$ cat config.mk
export PLATFORM = sky130hd
export DESIGN_NAME = conv3_job_sequencer
export DESIGN_NICKNAME = d
export VERILOG_FILES = /design/src/rtl/conv3_job_sequencer.sv
export SDC_FILE = /design/constraint.sdc
export NUM_CORES = 1
export LEC_CHECK = 0
export BUFFER_PORTS_ARGS = -buffer_cell sky130_fd_sc_hd__buf_2
export CORE_AREA = 2 2 82 84
export DETAILED_ROUTE_END_ITERATION = 10
export DIE_AREA = 0 0 84 86
export PLACE_DENSITY_LB_ADDON = 0.3
export SYNTH_ARGS = -nofsm -noshare
export SYNTH_HDL_FRONTEND = slang
export SYNTH_SLANG_ARGS = --single-unit
$ cat constraint.sdc
create_clock -name i_clk -period 2.65 [get_ports i_clk]
set_input_delay 0.3975 -clock i_clk [delete_from_list [all_inputs] [get_ports i_clk]]
set_output_delay 0.3975 -clock i_clk [all_outputs]
set_load 0.005 [all_outputs]
$ cat src/rtl/conv3_job_sequencer.sv
// -----------------------------------------------------------------------------
// conv3_job_sequencer
//
// Purpose:
//   Streams one convolution job (data words followed by two weight words) into
//   the convolution memory, kicks the engine with a START write, polls the
//   DONE register, then reads back and streams out RESULT_NUM cumulative sums.
//   A job whose DONE bit never appears within POLL_TIMEOUT polls is abandoned
//   and the sticky o_timeout flag is raised.
//
// Ports:
//   i_clk, i_rst                  clock, synchronous active-high reset
//   i_job_valid/i_job_data        job word stream in
//   o_job_ready                   job word accepted when high with valid
//   o_we/o_write_addr/o_wdata     convolution memory write port
//   o_re/o_read_addr/i_rdata      convolution memory read port (i_rdata comb.)
//   o_res_valid/o_res_data/
//   o_res_last/i_res_ready        result stream out
//   o_busy                        high unless idle in LOAD at word 0
//   o_timeout                     sticky poll-timeout flag
//   o_job_count                   completed jobs, wraps at 2^16
// -----------------------------------------------------------------------------
module conv3_job_sequencer #(
    parameter int PRECISION_WIDTH  = 4,
    parameter int VALID_ADDR_WIDTH = 14,
    parameter int DATA_WIDTH       = 32,
    parameter int KERNEL_NUM       = 8,
    parameter int POLL_TIMEOUT     = 64
) (
    input  logic                          i_clk,
    input  logic                          i_rst,
    input  logic                          i_job_valid,
    input  logic [DATA_WIDTH-1:0]         i_job_data,
    output logic                          o_job_ready,
    output logic                          o_we,
    output logic [VALID_ADDR_WIDTH-1:0]   o_write_addr,
    output logic [DATA_WIDTH-1:0]         o_wdata,
    output logic                          o_re,
    output logic [VALID_ADDR_WIDTH-1:0]   o_read_addr,
    input  logic [DATA_WIDTH-1:0]         i_rdata,
    output logic                          o_res_valid,
    output logic [2*PRECISION_WIDTH+3:0]  o_res_data,
    output logic                          o_res_last,
    input  logic                          i_res_ready,
    output logic                          o_busy,
    output logic                          o_timeout,
    output logic [15:0]                   o_job_count
);

    localparam int GROUP_NUM  = KERNEL_NUM / 8;
    localparam int RAM_DEPTH  = 2 + 9 * GROUP_NUM;
    localparam int RESULT_NUM = 8 * GROUP_NUM;
    localparam int SUM_WIDTH  = 2 * PRECISION_WIDTH + 4;

    localparam int WIDX_W = $clog2(RAM_DEPTH + 1);
    localparam int RIDX_W = $clog2(RESULT_NUM + 1);
    localparam int PCNT_W = $clog2(POLL_TIMEOUT + 1);

    // START and DONE live in the two topmost words of the address space.
    localparam logic [VALID_ADDR_WIDTH-1:0] START_ADDR = {{(VALID_ADDR_WIDTH-1){1'b1}}, 1'b0};
    localparam logic [VALID_ADDR_WIDTH-1:0] DONE_ADDR  = {VALID_ADDR_WIDTH{1'b1}};
    // Results sit directly after the job words.
    localparam logic [VALID_ADDR_WIDTH-1:0] RES_BASE   = VALID_ADDR_WIDTH'(RAM_DEPTH);

    localparam logic [2:0] S_LOAD  = 3'd0;
    localparam logic [2:0] S_START = 3'd1;
    localparam logic [2:0] S_POLL  = 3'd2;
    localparam logic [2:0] S_READ  = 3'd3;
    localparam logic [2:0] S_EMIT  = 3'd4;

    logic [2:0]            r_state;
    logic [WIDX_W-1:0]     r_word_idx;
    logic [RIDX_W-1:0]     r_res_idx;
    logic [PCNT_W-1:0]     r_poll_cnt;
    logic                  r_timeout;
    logic [15:0]           r_job_count;
    logic [SUM_WIDTH-1:0]  r_result;

    logic w_in_load;
    logic w_job_ready;
    logic w_accept;
    logic w_word_last;
    logic w_poll_last;
    logic w_res_last;
    logic w_unused_rdata;

    assign w_in_load   = (r_state == S_LOAD);
    // Ready is withheld while reset is asserted so no word is written in a
    // cycle that reset is about to discard.
    assign w_job_ready = w_in_load && !i_rst;
    assign w_accept    = w_job_ready && i_job_valid;
    assign w_word_last = (r_word_idx == WIDX_W'(RAM_DEPTH - 1));
    assign w_poll_last = (r_poll_cnt == PCNT_W'(POLL_TIMEOUT - 1));
    assign w_res_last  = (r_res_idx == RIDX_W'(RESULT_NUM - 1));

    // Only the sum field and the DONE bit of the read word carry meaning.
    assign w_unused_rdata = ^i_rdata[DATA_WIDTH-1:SUM_WIDTH];

    // Bus and stream outputs are decoded from state; idle fields stay at zero.
    always_comb begin
        o_we         = 1'b0;
        o_write_addr = '0;
        o_wdata      = '0;
        o_re         = 1'b0;
        o_read_addr  = '0;
        o_res_valid  = 1'b0;
        o_res_data   = '0;
        o_res_last   = 1'b0;
        case (r_state)
            S_LOAD: begin
                if (w_accept) begin
                    o_we         = 1'b1;
                    o_write_addr = VALID_ADDR_WIDTH'(r_word_idx);
                    o_wdata      = i_job_data;
                end
            end
            S_START: begin
                o_we         = 1'b1;
                o_write_addr = START_ADDR;
            end
            S_POLL: begin
                o_re        = 1'b1;
                o_read_addr = DONE_ADDR;
            end
            S_READ: begin
                o_re        = 1'b1;
                o_read_addr = RES_BASE + VALID_ADDR_WIDTH'(r_res_idx);
            end
            S_EMIT: begin
                o_res_valid = 1'b1;
                o_res_data  = r_result;
                o_res_last  = w_res_last;
            end
            default: begin
            end
        endcase
    end

    assign o_job_ready = w_job_ready;
    assign o_busy      = !(w_in_load && (r_word_idx == '0));
    assign o_timeout   = r_timeout;
    assign o_job_count = r_job_count;

    always_ff @(posedge i_clk) begin
        if (i_rst) begin
            r_state     <= S_LOAD;
            r_word_idx  <= '0;
            r_res_idx   <= '0;
            r_poll_cnt  <= '0;
            r_timeout   <= 1'b0;
            r_job_count <= '0;
            r_result    <= '0;
        end else begin
            case (r_state)
                S_LOAD: begin
                    if (w_accept) begin
                        if (w_word_last) begin
                            r_word_idx <= '0;
                            r_state    <= S_START;
                        end else begin
                            r_word_idx <= r_word_idx + 1'b1;
                        end
                    end
                end
                S_START: begin
                    r_state <= S_POLL;
                end
                S_POLL: begin
                    // DONE wins over timeout when both land on the final poll.
                    if (i_rdata[0]) begin
                        r_res_idx  <= '0;
                        r_poll_cnt <= '0;
                        r_state    <= S_READ;
                    end else if (w_poll_last) begin
                        r_timeout  <= 1'b1;
                        r_poll_cnt <= '0;
                        r_state    <= S_LOAD;
                    end else begin
                        r_poll_cnt <= r_poll_cnt + 1'b1;
                    end
                end
                S_READ: begin
                    r_result <= i_rdata[SUM_WIDTH-1:0];
                    r_state  <= S_EMIT;
                end
                S_EMIT: begin
                    if (i_res_ready) begin
                        if (w_res_last) begin
                            r_job_count <= r_job_count + 1'b1;
                            r_state     <= S_LOAD;
                        end else begin
                            r_res_idx <= r_res_idx + 1'b1;
                            r_state   <= S_READ;
                        end
                    end
                end
                default: begin
                    r_state <= S_LOAD;
                end
            endcase
        end
    end

endmodule

After elaboration in Yosys (flattened, before gate mapping)
Cells that the tools add are included.
{ "totals": {"reg_bits": 47, "in_bits": 68, "output_inout_bits": 95, "wordCells": 65} }
{ "classes": {"add_sub_neg": 5, "n_eq_ne": 13, "n_mux": 25, "bitwise_logic": 1, "n_reduce_logical": 14} }
{ "op_table": {"columns": ["operator", "n"], "rows": [
  ["2-to-1 mux 32 bit", 2],
  ["one-hot mux 14 bit (2 select lines)", 2],
  ["2-to-1 mux 4 bit", 5],
  ["adder 16 x 1 -> 16 bit (second input constant)", 1],
  ["2-to-1 mux 3 bit", 5],
  ["one-hot mux 3 bit (5 select lines)", 1],
  ["2-to-1 mux 7 bit", 2],
  ["2-to-1 mux 12 bit", 1],
  ["adder 4 x 1 -> 4 bit (second input constant)", 2],
  ["one-hot mux 4 bit (2 select lines)", 1],
  ["AND reduction 4 bit", 2],
  ["adder 7 x 1 -> 7 bit (second input constant)", 1],
  ["equality test 7 x 6 -> 1 bit (second input constant)", 1],
  ["equality test 3 x 2 -> 1 bit (second input constant)", 2],
  ["inequality test 2 bit (second input constant)", 3],
  ["AND reduction 3 bit", 2],
  ["adder 4 x 4 -> 5 bit (first input constant)", 1],
  ["equality test 4 x 3 -> 1 bit (second input constant)", 1],
  ["equality test 4 bit (second input constant)", 1],
  ["zero test 4 bit", 1],
  ["2-to-1 mux 1 bit", 4],
  ["inequality test 2 x 1 -> 1 bit (second input constant)", 2],
  ["equality test 3 x 1 -> 1 bit (second input constant)", 1],
  ["equality test 3 bit (second input constant)", 1],
  ["other kinds (10)", 13]
]} }

Depth between registers and ports, before layout
{ "depth": {"ltp_word": 5, "mapped_depth": 6} }

Worst setup path after synthesis
No wires, ideal clock.
{ "synth_path": {"kind": "register to output", "from": "reg r_state[0]", "to": "out o_we", "arrival_ns": 1.778, "t_required_ns": 2.253, "path_slack_ns": 0.475, "stages_incl_launch_ff": 4, "n_path_buf": 1, "path_cell_list": "dfxtp_1 -> clkbuf_1 -> nor3b_1 -> or2_2"} }
{ "synth_between": {"elab_chain_cells": 5, "word_cells_on_any_way": 6} }
{ "synth_rtl": {"columns": ["element", "line", "source"], "rows": [
  ["from (decl)", "71", "logic [2:0] r_state;"],
  ["from (signal assigned)", "146", "r_state <= S_LOAD;"],
  ["from (signal assigned)", "159", "r_state <= S_START;"],
  ["from (signal assigned)", "166", "r_state <= S_POLL;"],
  ["zero test 3 bit", "87, 109", null],
  ["logical AND 1 bit", "90", "assign w_job_ready = w_in_load && !i_rst;"],
  ["logical AND 1 bit", "91", "assign w_accept = w_job_ready && i_job_valid;"],
  ["2-to-1 mux 1 bit", "111", "if (w_accept) begin"],
  ["one-hot mux 1 bit (2 select lines) (*)", "109", "case (r_state)"],
  ["to (decl)", "35", "output logic o_we,"]
]} }
Mark *: on every way between the ends. The rest lies on a longest branch, timed or not.

Worst setup path in the final report
{ "layout_path": {"from": "reg r_state[0]", "to": "out o_res_data[0]"} }
{ "layout_between": {"elab_chain_cells": 2} }
{ "layout_rtl": {"columns": ["element", "line", "source"], "rows": [
  ["equality test 3 bit", "109", null],
  ["2-to-1 mux 12 bit", "109", null],
  ["to (decl)", "42", "output logic [2*PRECISION_WIDTH+3:0] o_res_data,"]
]} }
No other way between the ends.

==> results.cfg <==
[outcome]
outcome = completed

[placement]
gp_congestion = 0.7545
dp_slack_ns = 0.5991
dp_hpwl_um = 5101
portBuffers = 142
dpl_cell_area_um2 = 3287

[min_path]
min_from = i_rdata[3]
whs_path_depth = 3
hp-class = input port to flop

[global_routing]
antenna_found_initial = 0
grt_usage_pct = 18.11
grt_pass1_wl_um = 11130
grt_pass1_vias = 2453
grt_max_degree = 39
gr-total-overflow = 0

[route]
wl_per_cell_um = 12.99
firstDrtPassIters = 4
vias = 2747
ant_nets = 0
drtIter0Drc = 64
routed_wl_um = 6949
via_per_inst = 5.135
drc_errors = 0

[pwr]
p_leak_nw = 1.765
power_density_nw_per_um2 = 369.2
ir_drop_uv = 221.9

[clock_network]
cts_sinks = 47
holdBufCountCts = 0
htree_levels = 2
cts_setup_buffers = 0
root_buffer = clkbuf_8
clk_latency_ns = 0.30
path_clk_slew_ns = 0.09
cts_tree = built
cts_max_path_buffers = 2
cts_buffers = 5
cts_resized = 0

[floorplan]
die_w_um = 84
coreArea_um2 = 6277
std_cell_rows = 29
fp.dieH_um = 86
initial_core_util_pct = 42.26
dieArea_um2 = 7224
io_pins = 163

[setup_path]
worstSetupStartpoint = r_state[0]
reg2reg_depth = 5
cp.required_ns = 2.25
start_kind = flop
path_max_fanout = 27
rrSetupSlack_ns = 0.59
critPathKind = flop to output pin
worstPathArrival_ns = 1.90
end_kind = output pin
worstReg2RegStart = r_state[0]

[timing]
fin_crit_ns = 2.295
timing.final.hold_violations = 0
finalSetupViolCount = 0
worst_slack_ns = 0.3554
rsz0062_at_grt = false
report.final.slew_viol_count = 0
fin_crit_sh_pct = 86.59
worst_pin_slew_ns = 0.4730
relSlewSlack_pct = 68.42
finalClockSkew_ns = 0.008283
tns_ns = 0
max_clock_freq_ghz = 0.4358

[synth]
yosys.area_share.simple_pct = 34.95
syn_area_per_cell_um2 = 7.779
synth_warnings = 0
synth_xor_area_share_pct = 4.623
syn_area_um2 = 2653
synthFlopType = dfxtp_1
postSynth.asyncResetShare_pct = 0
synth_cell_types = 44
synth_compound_area_share_pct = 13.35
synth-adder-area-share_pct = 1.887
synth_top_family_by_area = simple AND/OR/NAND/NOR gates
synthCells = 341
synth-edff-count = 0
seq_area_frac_synth_pct = 35.47
synth_seq_cells = 47
syn_nets = 413
synth_mux_area_share_pct = 0.3774

[finish]
syn_to_final_growth_pct = 27.12
layout_commonest_cell = buf_2
multi_input_comb_area_um2 = 1470
antenna_cells = 0
post-route-util_pct = 53.72
nets = 529
layout-drive-gt1-share_pct = 34.72
fin_area_um2 = 3372
layout_common_cells = buf_2 (142), dfxtp_1 (47), nand2_1 (42)
fillers = 599
area.sequential_um2 = 940.9

[job]
drv_cap = 0
==> per-stage QoR <==
stage	power, mW	hold WS, ns	instances
CTS	1.256	0.3226	535
finish	1.245	0.3228	535
floorplan	0.7731	0.4317	341
global placement	0.8360	0.4367	527
detailed placement	0.8373	0.4418	527
global route	1.296	0.3248	535
==> cell type report <==
cell class / instances / share of cell area, %
Clock inverter: 2 / 0.3711
Clock buffer: 6 / 2.152
Inverter: 12 / 1.373
Sequential cell: 47 / 27.90
Multi-Input combinational cell: 246 / 43.60
Tap cell: 77 / 2.857
Timing Repair Buffer: 145 / 21.74
==> power by group <==
| group | switching, mW | leakage (nW) | internal [mW] | total [mW] |
|---|---|---|---|---|
| registers | 0.00350 | 0.379 | 0.707 | 0.711 |
| logic | 0.0544 | 1.35 | 0.0556 | 0.110 |
| clock network | 0.239 | 0.0412 | 0.185 | 0.424 |
| total | 0.297 | 1.76 | 0.948 | 1.24 |
==> state kept, by name, indices dropped and copies added (netlist names) <==
name and flops:
o_job_count 16, o_timeout 1, r_poll_cnt 7, r_res_idx 4
r_result 12, r_state 3, r_word_idx 4
==> final timing paths <==
kind                           to
setup / recovery    o_res_data[0]
hold / removal        r_result[3]
setup reg to reg  o_job_count[11]
hold reg to reg       r_result[5]
==> synthesized netlist by cell type, types with 3 or more instances <==
| cell | instances | area [um^2] |
|---|---|---|
| a21oi_1 | 35 | 175.2 |
| a31oi_1 | 5 | 31.28 |
| and2_1 | 16 | 100.1 |
| and3_1 | 37 | 231.5 |
| and4_1 | 4 | 35.03 |
| buf_4 | 17 | 127.6 |
| clkbuf_1 | 16 | 60.06 |
| dfxtp_1 | 47 | 940.9 |
| ha_1 | 4 | 50.05 |
| inv_1 | 11 | 41.29 |
| nand2_1 | 42 | 157.7 |
| nand2b_1 | 3 | 18.77 |
| nand3_1 | 9 | 45.04 |
| nand4_1 | 6 | 37.54 |
| nor2_1 | 17 | 63.81 |
| nor3_1 | 3 | 15.01 |
| nor4_1 | 3 | 18.77 |
| o21ai_0 | 11 | 55.05 |
| or3_1 | 9 | 56.30 |
| xnor2_1 | 6 | 52.55 |
| xor2_1 | 8 | 70.07 |
==> metal layers <==
layer  track usage [%]  wire, um  vias to the layer above  share of wire [%]
li1                  -         -                     1407                  -
met1             24.28      3190                     1281                 46
met2             30.69      3517                       57                 51
met3             3.272       215                        2                3.1
met4             3.812        25                        0               0.36
met5                 0         0                        -                  0
==> critical path: stages, from the launching register on <==
cell      delay [ns]
dfxtp_1         0.62
or3b_1          0.24
clkinv_2        0.31
and2_1          0.30
buf_2           0.12
==> cells by family after synthesis <==
group	after synthesis
compound gates	62
xor+xnor	14
fa+ha+maj	4
simple gates	165
mux	1
flops	47
buf+inv	48
No activity file was read; power rests on OpenSTA's default activity.
